**src/rtl/sync_generator.sv**
```systemverilog
`timescale 1ns/1ps
// -----------------------------------------------------------------------------
// sync_generator
//
// Purpose: composite line-sync generator. Each line is PERIOD clock cycles
// long and starts with a PULSE-cycle sync pulse at the active level, followed
// by a gap at the inactive level. Enable and polarity are only sampled at a
// line boundary (or while idle), so a running line is never truncated or
// glitched by mid-line input changes.
//
// Optional feature: define SYNC_GEN_LINE_COUNT_EN to enable the line counter
// (line_cnt_out / frame_start_out). When undefined both outputs are tied to 0.
//
// Parameters:
//   PERIOD  line period in clock cycles   (PULSE+2 .. 4095)
//   PULSE   sync pulse width in cycles    (1 .. PERIOD-2)
//   LINES   lines per frame               (2 .. 1023)
//
// Ports:
//   clk_50mhz_in          in   single clock, rising edge
//   rst_n_in              in   asynchronous active-low reset
//   enable_in             in   request sync generation
//   positive_polarity_in  in   1 = active-high pulses, 0 = active-low
//   sync_out              out  registered composite line sync
//   line_start_out        out  one-cycle strobe on first pulse cycle of a line
//   active_polarity_out   out  polarity currently applied to sync_out
//   line_cnt_out[9:0]     out  current line index
//   frame_start_out       out  one-cycle strobe when line 0 starts
// -----------------------------------------------------------------------------
module sync_generator #(
  parameter int unsigned PERIOD = 3200,
  parameter int unsigned PULSE  = 235,
  parameter int unsigned LINES  = 625
) (
  input  logic       clk_50mhz_in,
  input  logic       rst_n_in,
  input  logic       enable_in,
  input  logic       positive_polarity_in,
  output logic       sync_out,
  output logic       line_start_out,
  output logic       active_polarity_out,
  output logic [9:0] line_cnt_out,
  output logic       frame_start_out
);

  typedef enum logic [1:0] {
    ST_IDLE  = 2'd0,
    ST_PULSE = 2'd1,
    ST_GAP   = 2'd2
  } state_t;

  localparam logic [11:0] PULSE_LAST  = 12'(PULSE - 1);
  localparam logic [11:0] PERIOD_LAST = 12'(PERIOD - 1);

  state_t      state_q, state_d;
  logic [11:0] cnt_q, cnt_d;
  logic        pol_q, pol_d;
  logic        sync_q, sync_d;
  logic        line_start_q, line_start_d;
  logic        start_line;

  // Next-state logic. A new line is started from IDLE or from the last GAP
  // cycle; that is the only place the inputs are looked at.
  always_comb begin
    state_d    = state_q;
    cnt_d      = cnt_q;
    pol_d      = pol_q;
    start_line = 1'b0;

    case (state_q)
      ST_IDLE: begin
        cnt_d = 12'd0;
        if (enable_in) begin
          start_line = 1'b1;
        end
      end
      ST_PULSE: begin
        cnt_d = cnt_q + 12'd1;
        if (cnt_q == PULSE_LAST) begin
          state_d = ST_GAP;
        end
      end
      ST_GAP: begin
        if (cnt_q == PERIOD_LAST) begin
          cnt_d = 12'd0;
          if (enable_in) begin
            start_line = 1'b1;
          end else begin
            state_d = ST_IDLE;
          end
        end else begin
          cnt_d = cnt_q + 12'd1;
        end
      end
      default: begin
        state_d = ST_IDLE;
        cnt_d   = 12'd0;
      end
    endcase

    if (start_line) begin
      state_d = ST_PULSE;
      cnt_d   = 12'd0;
      pol_d   = positive_polarity_in;
    end

    // Output level is derived from the *next* state and polarity so that a
    // polarity change at a boundary goes straight from old-inactive to
    // new-active in a single registered step.
    sync_d       = (state_d == ST_PULSE) ? pol_d : ~pol_d;
    line_start_d = start_line;
  end

  always_ff @(posedge clk_50mhz_in or negedge rst_n_in) begin
    if (!rst_n_in) begin
      state_q      <= ST_IDLE;
      cnt_q        <= 12'd0;
      pol_q        <= 1'b0;
      sync_q       <= 1'b1;
      line_start_q <= 1'b0;
    end else begin
      state_q      <= state_d;
      cnt_q        <= cnt_d;
      pol_q        <= pol_d;
      sync_q       <= sync_d;
      line_start_q <= line_start_d;
    end
  end

  assign sync_out            = sync_q;
  assign line_start_out      = line_start_q;
  assign active_polarity_out = pol_q;

`ifdef SYNC_GEN_LINE_COUNT_EN
  localparam logic [9:0] LINE_LAST = 10'(LINES - 1);

  logic [9:0] line_q, line_d;
  logic       frame_start_q, frame_start_d;

  // Leaving IDLE always restarts the frame at line 0; a back-to-back line
  // advances and wraps at LINES-1.
  always_comb begin
    line_d = line_q;
    if (start_line) begin
      if (state_q == ST_IDLE || line_q == LINE_LAST) begin
        line_d = 10'd0;
      end else begin
        line_d = line_q + 10'd1;
      end
    end
    frame_start_d = start_line && (line_d == 10'd0);
  end

  always_ff @(posedge clk_50mhz_in or negedge rst_n_in) begin
    if (!rst_n_in) begin
      line_q        <= 10'd0;
      frame_start_q <= 1'b0;
    end else begin
      line_q        <= line_d;
      frame_start_q <= frame_start_d;
    end
  end

  assign line_cnt_out    = line_q;
  assign frame_start_out = frame_start_q;
`else
  assign line_cnt_out    = 10'd0;
  assign frame_start_out = 1'b0;
`endif

endmodule
```
**config.mk**
```make
export PLATFORM = sky130hd
export DESIGN_NAME = sync_generator
export DESIGN_NICKNAME = d
export VERILOG_FILES = /design/src/rtl/sync_generator.sv
export SDC_FILE = /design/constraint.sdc
export NUM_CORES = 1
export LEC_CHECK = 0
export CORE_ASPECT_RATIO = 1.1
export CORE_MARGIN = 2
export CORE_UTILIZATION = 51
export DETAILED_ROUTE_END_ITERATION = 16
export PLACE_DENSITY = 0.87
export SKIP_CTS_REPAIR_TIMING = 1
export SYNTH_ARGS = -nofsm -noshare
export SYNTH_HDL_FRONTEND = slang
export SYNTH_SLANG_ARGS = --single-unit
```
**constraint.sdc**
```tcl
create_clock -name clk_50mhz_in -period 2.4 [get_ports clk_50mhz_in]
set_input_delay 0.72 -clock clk_50mhz_in [delete_from_list [all_inputs] [get_ports clk_50mhz_in]]
set_output_delay 0.72 -clock clk_50mhz_in [all_outputs]
set_load 0.005 [all_outputs]
```
==> metrics <==
status complete, no violations; Largest delay share family, worst path flip-flops; Slew Limit Fails 0; worst-case clock skew roughly 2.7 ps; antenna cells 0; Tmin final approximately 2000 ps; Post-Syn Instances 106; TritonCTS clock tree done; CP Cell Sequence clkdlybuf4s50_1; unrepaired setup endpoints after global routing false; CP Launch Type register; Seq/Total Area, Yosys 42.4%; Remaining Overflow, GRT 0; total global-route track usage around 17%; uppermost routed layer met3; buffer type at the clock tree root clkbuf_4; row count 16; DRC 0; Top FF cell, synth dfrtp_1; Storage cell area around 430 sq um; DR iter-0 viols 9; final period utilization 83.8%; Layout Nets 127; met3 wire len 64 microns; Wirelength per Cell 11.8 microns; H-tree depth 1; critical path depth in cells 1; Cell Area, Synth ~1000 sq um; total CTS buffers 3; r2r startpoint cnt_q[0]; Worst Path Buf+Inv 1; largest net degree at the start of global routing 18; Core Util, Final 59.9%; layout cells sized above 1 7.76%; largest cells by area after synthesis dfrtp_1 (40%), buf_4 (8.2%), ha_1 (7.5%); min-delay worst type register to register; Synth Register Bits 17; metal1 wirelength 769 microns; Final Hold Viols 0; Bufs on Longest Clock Path 2; Clk pin slew, worst setup/hold paths 90 ps; maximum VDD drop around 260 uV; Max Fclk 0.497 GHz; Die H 50.6 microns; Power Density 410 nW/um^2; vias per cell 4.99; synth cell count leaders dfrtp_1 (16), nor2_1 (16), buf_4 (11); Initial Utilization 55.2%; Syn Area/Cell 9.49 sq um; multi-input logic area 510 sq um; critical path required time 1680 ps; critical path arrival 1290 ps; Leak between 0.5 and 0.6 nW; Syn. warnings 0; Largest stage delay, worst path 530 ps; CP Capture Type output pin; clock tree sinks 17; # setup viols final 0; setup TNS 0 ps; met2 wire len 850 microns; Max-cap violations 0; FILL cells 161; post-synth top area cell dfrtp_1; DR vias 713; Netlist cell types 31; routed wire length 1680 microns; cells on worst reg2reg path 6; Critical Path Start sync_out; ANT nets after route 0; critical path endpoint sync_out; initial antenna violation count 0; I/O Pins 18; Die X 46.3 microns; vias in the first global route 685; ys async rst share 100%; Worst R2R Setup Slack about 420 ps; DR pass1 iterations 4; number of synthesized flops with an enable pin 0; Clock Latency Late Sink 280 ps; Synth-to-Final Area Change 8.46%; GP Congestion 0.839; Crit-path slowest cell dfstp_2; global-route wire length before repair 2970 microns; worst r2r dst cnt_q[11]; IO Port Bufs 6; Critical Setup Path Class register to output pin; Final HPWL DP 1320 microns; Yosys top cell area share 39.8%; CORE AREA 1820 sq um; CP Max Fanout 1; Final Total Pwr 448 uW; Die Area 2340 sq um
[worst min path at each step]
stage	to	startpoint	slack, ps	cells after the start
floorplan	active_polarity_out	rst_n_in	420	0
global placement	cnt_q[0]	cnt_q[0]	510	1
detailed placement	cnt_q[0]	cnt_q[0]	530	1
CTS	cnt_q[0]	cnt_q[0]	540	1
global route	cnt_q[0]	cnt_q[0]	590	1
finish	cnt_q[0]	cnt_q[0]	540	1
[stage by stage]
stage	worst slack [ps]	instances	instance area, sq um	hold slack, ps
5_1_grt	282	143	1090	591
4_1_cts	370	143	1090	543
3_5_place_dp	119	139	1060	528
3_3_place_gp	179	139	1060	511
6_report	388	143	1090	543
2_1_floorplan	567	116	1040	424
[report_power, final]
part	switching, mW	total [mW]	internal [mW]	leakage, nW
clock	0.0805	0.145	0.0645	0.0150
sequential	0	0.286	0.286	0.209
combinational	0.0108	0.0164	0.00558	0.295
[layout by cell type, fill, tap and decap left out]
cell,Yosys,final
and4_1,1,1
nand4_1,5,5
o21ai_1,1,1
nand3_1,3,3
nand2_1,9,9
inv_1,5,5
nor2_1,16,16
o21bai_1,1,1
and2_1,1,1
a21oi_1,2,2
nor3_1,1,1
buf_4,11,2
o31ai_2,1,1
a211o_1,1,1
or3_1,1,1
clkbuf_1,0,1
dfstp_2,1,1
nor4_2,1,1
a211oi_1,3,3
o21ai_0,1,1
xnor2_1,3,3
or3b_1,1,1
conb_1,1,11
and2b_2,1,1
ha_1,6,6
clkdlybuf4s50_1,0,6
dfrtp_1,16,16
or4b_1,1,1
nand2b_1,1,1
clkbuf_4,0,3
and4b_1,1,1
and3_1,2,2
xor2_1,7,7
[flip-flops by register name, indices dropped and copies added, names as in the netlist]
signal               cells
sync_out                 1
active_polarity_out      1
cnt_q                   12
line_start_out           1
state_q                  2
[area by class of cell]
class	instances	area share, %
Multi-Input combinational cell	82	46.8
Timing Repair Buffer	8	6.88
Inverter	5	1.72
Tap cell	27	3.10
Sequential cell	17	39.1
Clock buffer	4	2.41
[layer usage]
| metal | up-vias | track usage [%] |
|---|---|---|
| met1 | 339 | 22.5 |
| met4 | 0 | 7.14 |
| li1 | 359 | - |
| met3 | 0 | 2.16 |
| met5 | - | 0 |
| met2 | 15 | 28.5 |
[logic make-up (layout without fill, tap and decap cells)]
logic type / Yosys count / after routing / share of synthesized area (%)
DFF: 17 / 17 / 42.4
and+or+nand+nor: 45 / 45 / 23.4
AOI/OAI and AO/OA: 10 / 10 / 7.09
other: 1 / 11 / 0.373
buffers and inverters: 17 / 17 / 10.6
xor gates and xnor gates: 10 / 10 / 8.71
adders and majority gates: 6 / 6 / 7.46
Power figures use the tool's default switching activity.
